--- config.mk ---
export PLATFORM = sky130hd
export DESIGN_NAME = priority_to_onehot_arbiter_flat
export DESIGN_NICKNAME = d
export VERILOG_FILES = /design/src/rtl/priority_to_onehot_arbiter_if.sv /design/src/rtl/priority_to_onehot_arbiter.sv /design/src/flat_wrapper.sv
export SDC_FILE = /design/constraint.sdc
export NUM_CORES = 1
export LEC_CHECK = 0
export ABC_AREA = 0
export BUFFER_PORTS_ARGS = -buffer_cell sky130_fd_sc_hd__buf_4
export CELL_PAD_IN_SITES_DETAIL_PLACEMENT = 1
export CELL_PAD_IN_SITES_GLOBAL_PLACEMENT = 2
export CORE_MARGIN = 2
export CORE_UTILIZATION = 30
export CTS_CLUSTER_SIZE = 25
export DETAILED_ROUTE_END_ITERATION = 16
export PLACE_DENSITY = 0.75
export RECOVER_POWER = 25
export SYNTH_ARGS = -nofsm -noshare
export SYNTH_HDL_FRONTEND = slang
export SYNTH_SLANG_ARGS = --single-unit
--- constraint.sdc ---
create_clock -name clk -period 3.18 [get_ports clk]
set_input_delay 0.159 -clock clk [delete_from_list [all_inputs] [get_ports clk]]
set_output_delay 0.159 -clock clk [all_outputs]
set_load 0.01 [all_outputs]
--- src/rtl/priority_to_onehot_arbiter_if.sv ---
// Request/grant bundle between requesters and the round-robin arbiter.
// The dec_idx field exists only when PRIORITY_TO_ONEHOT_ARBITER_IDX_EN is defined.
interface priority_to_onehot_arbiter_if #(
  parameter int WIDTH = 8
);
  localparam int WIDTH_LOG = (WIDTH > 1) ? $clog2(WIDTH) : 1;

  logic [WIDTH-1:0] enc_pry;
  logic [WIDTH-1:0] enc_oht;
  logic [WIDTH-1:0] msk;
  logic             dec_vld;
  logic             dec_rdy;

`ifdef PRIORITY_TO_ONEHOT_ARBITER_IDX_EN
  logic [WIDTH_LOG-1:0] dec_idx;

  modport master (input enc_pry, dec_rdy, output enc_oht, dec_vld, msk, dec_idx);
  modport slave  (output enc_pry, dec_rdy, input enc_oht, dec_vld, msk, dec_idx);
`else
  modport master (input enc_pry, dec_rdy, output enc_oht, dec_vld, msk);
  modport slave  (output enc_pry, dec_rdy, input enc_oht, dec_vld, msk);
`endif
endinterface

--- src/rtl/priority_to_onehot_arbiter.sv ---
// Registered round-robin arbiter: one-hot grant with valid/ready handshake and rotating mask.
// Optional binary grant index output enabled by PRIORITY_TO_ONEHOT_ARBITER_IDX_EN.
module priority_to_onehot_arbiter #(
  parameter int WIDTH          = 8,
  parameter int IMPLEMENTATION = 0
) (
  input  logic                            clk,
  input  logic                            rst,
  priority_to_onehot_arbiter_if.master    bus
);
  localparam int WIDTH_LOG = (WIDTH > 1) ? $clog2(WIDTH) : 1;

  typedef enum logic {IDLE, GRANT} state_t;

  state_t           state;
  logic [WIDTH-1:0] oht_q;
  logic [WIDTH-1:0] msk_q;

  logic             acc;
  logic [WIDTH-1:0] raw_above;
  logic [WIDTH-1:0] above;
  logic [WIDTH-1:0] msk_nxt;
  logic [WIDTH-1:0] masked;
  logic [WIDTH-1:0] sel_m;
  logic [WIDTH-1:0] sel_u;
  logic [WIDTH-1:0] sel;
  logic             sel_vld;

  assign acc = (state == GRANT) & bus.dec_rdy;

  // Bits strictly above the granted bit; a grant on the top bit wraps to all ones.
  assign raw_above = ~(oht_q | (oht_q - WIDTH'(1)));
  assign above     = (raw_above == '0) ? '1 : raw_above;
  assign msk_nxt   = acc ? above : msk_q;

  assign masked  = bus.enc_pry & msk_nxt;
  assign sel_vld = |bus.enc_pry;

  generate
    if (IMPLEMENTATION == 0) begin : g_adder
      assign sel_m = masked & (~masked + WIDTH'(1));
      assign sel_u = bus.enc_pry & (~bus.enc_pry + WIDTH'(1));
    end else begin : g_loop
      // Scan downward so the lowest set bit is the last write.
      always_comb begin
        sel_m = '0;
        sel_u = '0;
        for (int i = WIDTH - 1; i >= 0; i--) begin
          if (masked[i]) begin
            sel_m    = '0;
            sel_m[i] = 1'b1;
          end
          if (bus.enc_pry[i]) begin
            sel_u    = '0;
            sel_u[i] = 1'b1;
          end
        end
      end
    end
  endgenerate

  assign sel = (masked != '0) ? sel_m : sel_u;

`ifdef PRIORITY_TO_ONEHOT_ARBITER_IDX_EN
  logic [WIDTH_LOG-1:0] sel_idx;
  logic [WIDTH_LOG-1:0] idx_q;

  always_comb begin
    sel_idx = '0;
    for (int i = 0; i < WIDTH; i++) begin
      if (sel[i]) sel_idx = WIDTH_LOG'(i);
    end
  end

  assign bus.dec_idx = idx_q;
`endif

  always_ff @(posedge clk or posedge rst) begin
    if (rst) begin
      state <= IDLE;
      oht_q <= '0;
      msk_q <= '1;
`ifdef PRIORITY_TO_ONEHOT_ARBITER_IDX_EN
      idx_q <= '0;
`endif
    end else begin
      msk_q <= msk_nxt;
      case (state)
        IDLE: begin
          if (sel_vld) begin
            oht_q <= sel;
            state <= GRANT;
`ifdef PRIORITY_TO_ONEHOT_ARBITER_IDX_EN
            idx_q <= sel_idx;
`endif
          end
        end
        GRANT: begin
          // Grant is sticky until accepted; on accept reload immediately for full throughput.
          if (bus.dec_rdy) begin
            if (sel_vld) begin
              oht_q <= sel;
`ifdef PRIORITY_TO_ONEHOT_ARBITER_IDX_EN
              idx_q <= sel_idx;
`endif
            end else begin
              oht_q <= '0;
              state <= IDLE;
            end
          end
        end
        default: state <= IDLE;
      endcase
    end
  end

  assign bus.enc_oht = oht_q;
  assign bus.dec_vld = (state == GRANT);
  assign bus.msk     = msk_q;
endmodule

--- src/flat_wrapper.sv ---
// flat-port wrapper written by rule: the top's interface ports become plain ports
module priority_to_onehot_arbiter_flat 
#(
  parameter int WIDTH          = 8,
  parameter int IMPLEMENTATION = 0
)
  (clk, rst, bus_enc_pry, bus_dec_rdy, bus_enc_oht, bus_dec_vld, bus_msk);
  priority_to_onehot_arbiter_if #(.WIDTH(WIDTH)) bus_i ();
  input  logic clk;
  input  logic rst;
  input wire logic [$bits(bus_i.enc_pry)-1:0] bus_enc_pry;
  input wire logic [$bits(bus_i.dec_rdy)-1:0] bus_dec_rdy;
  output wire logic [$bits(bus_i.enc_oht)-1:0] bus_enc_oht;
  output wire logic [$bits(bus_i.dec_vld)-1:0] bus_dec_vld;
  output wire logic [$bits(bus_i.msk)-1:0] bus_msk;
  assign bus_i.enc_pry = bus_enc_pry;
  assign bus_i.dec_rdy = bus_dec_rdy;
  assign bus_enc_oht = bus_i.enc_oht;
  assign bus_dec_vld = bus_i.dec_vld;
  assign bus_msk = bus_i.msk;
  priority_to_onehot_arbiter #(.WIDTH(WIDTH), .IMPLEMENTATION(IMPLEMENTATION)) u_core (.clk(clk), .rst(rst), .bus(bus_i));
endmodule
### Yosys cells after proc, flatten, opt, wreduce, memory -nomap -nowiden

Index checks and enable logic that the tools add are counted.

| word-level totals | value |
|---|---|
| latch bits | 0 |
| word-level logic and storage cells | 31 |
| RAM bits | 0 |
| memories kept | 0 |
| bits in registers | 17 |
| bits in read-only memories | 0 |
| bits of input ports | 11 |
| output and inout bits | 17 |

| cells by class | value |
|---|---|
| div/mod/pow operators | 0 |
| bitwise gates (word level) | 9 |
| eq/ne operators | 2 |
| reduce and logical (&&, ||, !) cells | 4 |
| magnitude comparators | 0 |
| add/subtract/negate cells | 3 |
| shifts and indexed selects | 0 |
| muxes and demuxes | 10 |
| $mul | 0 |

Operators by type and width:

| cell | number |
|---|---|
| 8-bit 2-to-1 mux | 6 |
| 8-bit AND | 3 |
| 8-bit inverter | 3 |
| 8-bit by 1-bit adder with 8-bit output, second input constant | 2 |
| 8-bit one-hot mux with 2 select lines | 1 |
| 8-bit zero test | 1 |
| 8-bit bitwise OR | 1 |
| 8-bit nonzero test | 1 |
| 8-bit OR reduction | 1 |
| 8-bit by 1-bit subtractor with 8-bit output, second input constant | 1 |
| 1-bit 2-to-1 mux | 2 |
| 2-bit by 1-bit != test with 1-bit output, second input constant | 1 |
| 2-bit != test, second input constant | 1 |
| 1-bit one-hot mux with 2 select lines | 1 |
| 2-bit AND reduction | 1 |
| 1-bit AND | 1 |
| 1-bit inverter | 1 |

### Longest topological paths before layout

Gate-level depths: netlist of run 1.

| logic depth | value |
|---|---|
| word-level depth | 14 |
| gate-level depth with buffers | 8 |
| depth with buffers taken out | 8 |

### Least setup slack after synthesis of run 1

Ideal clock, no wire load.

| timing path | value |
|---|---|
| kind | register to register |
| start point | reg u_core.oht_q[0] (netlist: u_core.bus.enc_oht[0]) |
| end point | reg u_core.oht_q[0] (netlist: u_core.bus.enc_oht[0]) |
| period minus slack after synthesis | 2.270 ns |
| arrival time | 2.184 ns |
| data required time | 3.093 ns |
| stages on the path, launching flop included | 8 |
| slack | 0.910 ns |
| path buffers | 0 |
| setup time | 0.087 ns |
| cell sequence | dfrtp_1 nor4_4 a21o_1 o21ai_0 or2_2 a21o_1 or4_4 a211oi_2 |

| between the ends | value |
|---|---|
| elaborated cells between the ends (all ways) | 16 |
| those cells by class | 2 x add/sub; 7 x mux; 5 x bitwise; 2 x reduce/logical |

RTL lines:

| what | RTL line | text |
|---|---|---|
| start, declared | priority_to_onehot_arbiter.sv:16 | `logic [WIDTH-1:0] oht_q;` |
| start signal, assigned | priority_to_onehot_arbiter.sv:91 | `oht_q <= sel;` |
| start signal, assigned | priority_to_onehot_arbiter.sv:102 | `oht_q <= sel;` |
| 8-bit by 1-bit subtractor with 8-bit output | priority_to_onehot_arbiter.sv:32 | `assign raw_above = ~(oht_q \| (oht_q - WIDTH'(1)));` |
| 8-bit bitwise OR (*) | priority_to_onehot_arbiter.sv:32 |  |
| 8-bit inverter (*) | priority_to_onehot_arbiter.sv:32 |  |
| 8-bit zero test | priority_to_onehot_arbiter.sv:33 | `assign above = (raw_above == '0) ? '1 : raw_above;` |
| 8-bit 2-to-1 mux (*) | priority_to_onehot_arbiter.sv:33 |  |
| 8-bit 2-to-1 mux (*) | priority_to_onehot_arbiter.sv:34 | `assign msk_nxt = acc ? above : msk_q;` |
| net u_core.msk_nxt[6] | priority_to_onehot_arbiter.sv:22 | `logic [WIDTH-1:0] msk_nxt;` |
| 8-bit AND (*) | priority_to_onehot_arbiter.sv:36 | `assign masked = bus.enc_pry & msk_nxt;` |
| 8-bit nonzero test (*) | priority_to_onehot_arbiter.sv:62 | `assign sel = (masked != '0) ? sel_m : sel_u;` |
| 8-bit 2-to-1 mux (*) | priority_to_onehot_arbiter.sv:62 |  |
| 8-bit 2-to-1 mux | priority_to_onehot_arbiter.sv:101 | `if (sel_vld) begin` |
| 8-bit 2-to-1 mux | priority_to_onehot_arbiter.sv:100 | `if (bus.dec_rdy) begin` |
| 8-bit one-hot mux with 2 select lines (*) | priority_to_onehot_arbiter.sv:88 | `case (state)` |

Mark *: on every way through the listed nets, which the timed path passes. The rest lies on a longest branch. The select of a mux whose other input is x is not followed.
A chain may end at the register's enable or synchronous reset.

### Worst setup path in the final report of run 1

| timing path | value |
|---|---|
| start point | reg u_core.oht_q[4] (netlist: u_core.bus.enc_oht[4]) |
| end point | reg u_core.oht_q[1] (netlist: u_core.bus.enc_oht[1]) |

The elaborated chain is that of the path after synthesis.

==> results.json, run 1 <==
{
  "setup_viol": 0,
  "dr_wl_met3_um": 142,
  "antenna_left": 0,
  "tightest_slew_ns": 0.714,
  "synth_top_cell_by_area": "dfrtp_1",
  "period_minus_slack_ns": 2.57,
  "finalMaxSlewViolations": 0,
  "synth_edf_count": 0,
  "wl_met2_mm": 1.64,
  "syn_nets": 128,
  "cts_made_buffers": 3,
  "cp_slowest_cell": "or4_4",
  "first_iter_violations": 53,
  "grt_start_max_net_pins": 18,
  "seq_area_um2": 435,
  "maxCapViolations": 0,
  "rsz0062_at_grt": "false",
  "synth.area.top_cells": "dfrtp_1 21%, dfstp_2 19%, nand2_1 4.1%, nor2_1 3.5%, a32o_1 2.8%",
  "start_util": 0.318,
  "yosysWarnings": 0,
  "cp_cell_sequence": "inv_2 -> o2111ai_4 -> a211oi_2 -> a211oi_1 -> inv_1 -> a22o_1 -> or4_4 -> o21ai_1",
  "grt_pass1_wl_mm": 5.80,
  "grt_overflow_total": 0,
  "first_pass_iters": 4,
  "cts-root-buf": "clkbuf_4",
  "cp-endpoint": "u_core.bus.enc_oht[1]$_DFFE_PP0P_",
  "nFillCells": 407,
  "synthArstFlopShare": 1.00,
  "synth_most_common_cell": "nand2_1",
  "rr_startpoint": "u_core.bus.enc_oht[4]$_DFFE_PP0P_",
  "required_ns": 3.40,
  "endpoint_kind": "flip-flop",
  "synth.top_cell.area_share": 0.207,
  "path_max_fanout": 8,
  "die_h_um": 64.2,
  "hold_violations": 0,
  "tns_ns": 0,
  "grt_usage": 0.186,
  "drcViolationCount": 0,
  "rrSetupSlack_ns": 0.61,
  "hold_class": "in2reg",
  "top_layer": "met4",
  "antenna_found_initial": 0,
  "syn_inst": 117,
  "skew_ns": 0.00150,
  "vias": 1059,
  "wl_mm": 3.55,
  "drive_gt1_frac": 0.320,
  "syn_avg_cell_area_um2": 9.29,
  "htreeDepth": 1,
  "synthTopCellsByCount": "12 x nand2_1, 10 x nor2_1, 9 x dfrtp_1",
  "fin_cells": 193,
  "r2r_cells": 8,
  "multiInputGateArea_um2": 622,
  "period_share": 0.809,
  "cp_top_family": "compound AO/OA/AOI/OAI gates",
  "worst_skew_pair.late_latency_ns": 0.29,
  "ctsResizeCount": 0,
  "wl_met1_mm": 1.72,
  "p_per_area_mw_per_mm2": 652,
  "chipWidth_um": 64.2,
  "path_buf_inv": 2,
  "gp_congestion": 0.844,
  "synth_area_mm2": 0.00109,
  "area_growth_pct": 26.2,
  "cts.sinks": 17,
  "synth.distinct_cells": 45,
  "via_per_inst": 5.49,
  "synthFlopType": "dfrtp_1",
  "finalPower_w": 0.000895,
  "cp_num_cells": 8,
  "slew_headroom": 0.524,
  "dp.cells": 188,
  "num_rows": 21,
  "critPathKind": "reg2reg",
  "cts_max_path_buffers": 2,
  "cts.clk_slew.worst_paths_ns": 0.10,
  "yosysSeqAreaShare": 0.400,
  "dieArea_mm2": 0.00412,
  "cp-startpoint": "u_core.bus.enc_oht[4]$_DFFE_PP0P_",
  "max_freq_mhz": 389,
  "worst_ep_arrival_time_ns": 2.79,
  "tritoncts": "built",
  "port_buffers": 27,
  "nNetsFinal": 159,
  "place_hpwl_mm": 2.65,
  "io_pins": 28,
  "p_leak_nw": 0.584,
  "status": "completed",
  "grt_pass1_vias": 1142,
  "r2r-end": "u_core.bus.enc_oht[1]$_DFFE_PP0P_",
  "antenna_cells": 0,
  "wire_per_inst_um": 18.4,
  "synth_seq_cells": 17,
  "ir_worst_vdd_v": 0.000253,
  "startpoint_type": "flip-flop",
  "slowest_delay_ns": 0.56,
  "core_area_mm2": 0.00342
}
-- logic make-up after synthesis --
family,count (synthesis),share of synthesized area
AOI/OAI and AO/OA,43,0.327
buffers and inverters,8,0.0276
DFF,17,0.400
and+or+nand+nor,49,0.245
-- through the flow --
step | utilization | hold slack (ns) | area [um^2] | setup WS [ns]
finish | 0.402 | 0.138 | 1370 | 0.608
global route | 0.402 | 0.120 | 1370 | 0.393
CTS | 0.403 | 0.129 | 1380 | 0.616
detailed placement | 0.392 | 0.331 | 1340 | 0.663
global placement | 0.392 | 0.318 | 1340 | 0.642
floorplan | - | 0.0793 | 1090 | 0.910
-- final cells by class --
| class | count | share of cell area |
|---|---|---|
| repair buffers | 28 | 0.152 |
| inverters | 6 | 0.0164 |
| clock buffers | 4 | 0.0191 |
| well taps | 46 | 0.0419 |
| flip-flops and latches | 17 | 0.317 |
| multi-input cells | 92 | 0.453 |
-- routing by layer --
metal | vias up | track usage
met1 | 522 | 0.248
met3 | 5 | 0.0282
met5 | - | 0
met2 | 26 | 0.313
li1 | 506 | -
met4 | 0 | 0.0559
-- placed cells by master, fill, tap and decap left out, types with 3 or more instances in the layout --
| cell type | synthesis | final |
|---|---|---|
| dfrtp_1 | 9 | 9 |
| clkbuf_4 | 0 | 4 |
| nand3_1 | 3 | 3 |
| nand2_1 | 12 | 12 |
| nor2_1 | 10 | 10 |
| a32o_1 | 3 | 3 |
| a21o_1 | 3 | 3 |
| a211oi_1 | 4 | 4 |
| and2_1 | 3 | 3 |
| nand2b_1 | 3 | 3 |
| o21ai_0 | 6 | 6 |
| nor3_1 | 5 | 5 |
| inv_1 | 5 | 5 |
| dfstp_2 | 8 | 8 |
| buf_4 | 0 | 25 |
-- worst min-delay path: cells and delay by family --
kind | cells | cell delay (ns)
AOI/OAI and AO/OA | 1 | 0.05
buffers and inverters | 1 | 0.13
and+or+nand+nor | 1 | 0.06
-- state kept, by name, summed over array words and instances (netlist names) --
name and flops:
u_core.bus.enc_oht 8, u_core.bus.msk 8, u_core.bus.dec_vld 1
-- worst min-delay path by stage --
stage	from	end	slack, ns	cells after the start
6_report	bus_enc_pry[2]	u_core.bus.enc_oht[2]$_DFFE_PP0P_	0.14	3
5_1_grt	bus_enc_pry[2]	u_core.bus.enc_oht[2]$_DFFE_PP0P_	0.12	3
4_1_cts	bus_enc_pry[2]	u_core.bus.enc_oht[2]$_DFFE_PP0P_	0.13	3
3_5_place_dp	rst	u_core.bus.dec_vld$_DFF_PP0_	0.33	2
3_3_place_gp	rst	u_core.bus.dec_vld$_DFF_PP0_	0.32	2
2_1_floorplan	rst	u_core.bus.dec_vld$_DFF_PP0_	0.08	1
-- repair_timing --
item                                   CTS  global route
setup buffers                            0             0
endpoints found under the hold margin    9             0
hold buffers                             1             0
-- where the power goes --
part | switching (W) | leakage [nW] | internal, W
Sequential | 0.0000577 | 0.201 | 0.000297
Clock | 0.0000719 | 0.0150 | 0.0000489
Combinational | 0.000227 | 0.368 | 0.000193
Note: power is estimated with default switching activity, not from simulation.
==> run 2: changes to the inputs <==
CORE_UTILIZATION = 28   (was 30)
PLACE_DENSITY = 0.74   (was 0.75)
clock period = 2.1 ns   (was 3.18 ns; I/O delays follow)
==> run 2 against run 1 <==
Against the previous run: the flow now finishes with violations (negative setup slack); clock-buffer cell count did not move; flip-flop and latch count is the same; register-to-register slack lost 0.86 ns; wire length is 35% higher; via count grew 29%; clock power grew 110%; worst hold slack better by 0.015 ns.
==> results.json, run 2 (same netlist as run 1, synthesis figures left out) <==
{
  "antenna_found_initial": 0,
  "period_share": 1.12,
  "setup_viol": 8,
  "rsz0062_at_grt": "true",
  "netSwitchingPower_w": 0.000718,
  "period_minus_slack_ns": 2.36,
  "place_hpwl_mm": 3.28,
  "slew_headroom": 0.522,
  "startpoint_type": "flip-flop",
  "swShare": 0.375,
  "p_leak_nw": 0.903,
  "cts_max_path_buffers": 2,
  "nFillCells": 444,
  "finalMaxSlewViolations": 0,
  "path_buf_inv": 2,
  "cts_made_buffers": 3,
  "whs_endpoint": "u_core.bus.enc_oht[7]$_DFFE_PP0P_",
  "dieArea_mm2": 0.00440,
  "via_per_inst": 5.40,
  "setup_slack_ns": -0.256,
  "r2r-end": "u_core.bus.enc_oht[0]$_DFFE_PP0P_",
  "start_util": 0.295,
  "combPwrFrac": 0.585,
  "tightest_slew_ns": 0.716,
  "worst_skew_pair.late_latency_ns": 0.25,
  "io_pins": 28,
  "cts.sinks": 17,
  "clockPowerShare": 0.135,
  "wl_met2_mm": 2.48,
  "violations": "negative setup slack",
  "die_h_um": 66.3,
  "worstHoldStart": "bus_enc_pry[7]",
  "port_buffers": 27,
  "cp_slowest_cell": "or4_4",
  "required_ns": 2.27,
  "final_common_cell": "buf_4",
  "htreeDepth": 1,
  "antenna_cells": 0,
  "grt_overflow_total": 0,
  "first_iter_violations": 52,
  "antenna_left": 0,
  "cell_internal_pwr_w": 0.00120,
  "hold_class": "in2reg",
  "drcViolationCount": 0,
  "cp_top_family": "compound AO/OA/AOI/OAI gates",
  "wire_per_inst_um": 18.9,
  "core_area_mm2": 0.00369,
  "grt_usage": 0.222,
  "cts-root-buf": "clkbuf_8",
  "ir_worst_vdd_v": 0.000464,
  "area_growth_pct": 82.7,
  "tritoncts": "built",
  "layout_common_cells": "79 x buf_4, 9 x nor2_1, 9 x nand2_1, 8 x dfstp_2, 6 x dfrtp_2",
  "gp_congestion": 0.820,
  "hold_violations": 0,
  "hold_path_depth": 2,
  "critPathKind": "reg2reg",
  "seqPwrFrac": 0.280,
  "dr_wl_met3_um": 138,
  "drive_gt1_frac": 0.629,
  "status": "finished with violations",
  "tns_ns": -1.51,
  "p_per_area_mw_per_mm2": 964,
  "cp_cell_sequence": "buf_6 -> nor2_4 -> a21o_1 -> buf_6 -> and3_4 -> a22o_4 -> a21o_1 -> or4_4 -> a211oi_4",
  "max_freq_mhz": 424,
  "worst_ep_arrival_time_ns": 2.52,
  "nNetsFinal": 217,
  "finalPower_w": 0.00192,
  "grt_pass1_vias": 1519,
  "cts.clk_slew.worst_paths_ns": 0.07,
  "grt_pass1_wl_mm": 7.38,
  "wl_met1_mm": 2.07,
  "maxCapViolations": 0,
  "grt_start_max_net_pins": 18,
  "endpoint_kind": "flip-flop",
  "slowest_delay_ns": 0.52,
  "path_max_fanout": 4,
  "rr_startpoint": "u_core.bus.enc_oht[5]$_DFFE_PP0P_",
  "first_pass_iters": 4,
  "skew_ns": 0.00206,
  "r2r_cells": 9,
  "num_rows": 22,
  "vias": 1367,
  "rrSetupSlack_ns": -0.26,
  "wl_mm": 4.79,
  "chipWidth_um": 66.3,
  "top_layer": "met4"
}
run 2: how the worst max path moves through the flow:
stage                                                  from                                end  slack [ns]  cells after the start
after CTS                 u_core.bus.enc_oht[5]$_DFFE_PP0P_  u_core.bus.enc_oht[0]$_DFFE_PP0P_       -0.21                      9
after global routing      u_core.bus.enc_oht[5]$_DFFE_PP0P_  u_core.bus.enc_oht[0]$_DFFE_PP0P_       -0.31                      9
final                     u_core.bus.enc_oht[5]$_DFFE_PP0P_  u_core.bus.enc_oht[0]$_DFFE_PP0P_       -0.26                      9
after global placement    u_core.bus.enc_oht[3]$_DFFE_PP0P_  u_core.bus.enc_oht[0]$_DFFE_PP0P_       -0.21                      7
after floorplan           u_core.bus.enc_oht[3]$_DFFE_PP0P_  u_core.bus.enc_oht[0]$_DFFE_PP0P_       -0.11                      7
after detailed placement  u_core.bus.enc_oht[0]$_DFFE_PP0P_  u_core.bus.enc_oht[6]$_DFFE_PP0P_       -0.35                     10
run 2: stage by stage:
| step | hold slack (ns) | utilization | area, um^2 | instances | setup slack (ns) |
|---|---|---|---|---|---|
| 2_1_floorplan | 0.0249 | - | 1110 | 117 | -0.106 |
| 3_3_place_gp | 0.255 | 0.465 | 1710 | 236 | -0.213 |
| 3_5_place_dp | 0.260 | 0.465 | 1710 | 236 | -0.347 |
| 4_1_cts | 0.154 | 0.514 | 1900 | 248 | -0.211 |
| 5_1_grt | 0.149 | 0.539 | 1990 | 253 | -0.315 |
| 6_report | 0.153 | 0.539 | 1990 | 253 | -0.256 |
run 2: layout make-up:
cell class / count / area (um^2) / share of cell area
inverter: 6 / 22.5 / 0.0113
tap: 48 / 60.1 / 0.0302
clock buffer: 4 / 45.0 / 0.0227
sequential: 17 / 443 / 0.223
timing repair buffer: 86 / 656 / 0.330
multi-input combinational: 92 / 761 / 0.383
run 2: power groups by stage:
stage / Combinational, W / Sequential (W) / Clock, W
floorplan: 0.000364 / 0.000574 / 0
global placement: 0.000871 / 0.000534 / 0
detailed placement: 0.000881 / 0.000537 / 0
CTS: 0.00102 / 0.000536 / 0.000255
global route: 0.00119 / 0.000550 / 0.000279
finish: 0.00112 / 0.000536 / 0.000259
run 2: timing repair:
item | CTS | global route
hold buffers | 1 | 0
pin swaps | 11 | 12
gates cloned | 0 | 0
gates resized for setup | 16 | 12
setup endpoints to repair | 8 | 8
endpoints found under the hold margin | 9 | 0
setup buffers | 8 | 5
run 2: layer usage:
layer  track usage  vias up
li1              -      619
met1         0.262      692
met2         0.408       44
met3        0.0324       12
met4        0.0740        0
met5             0        -
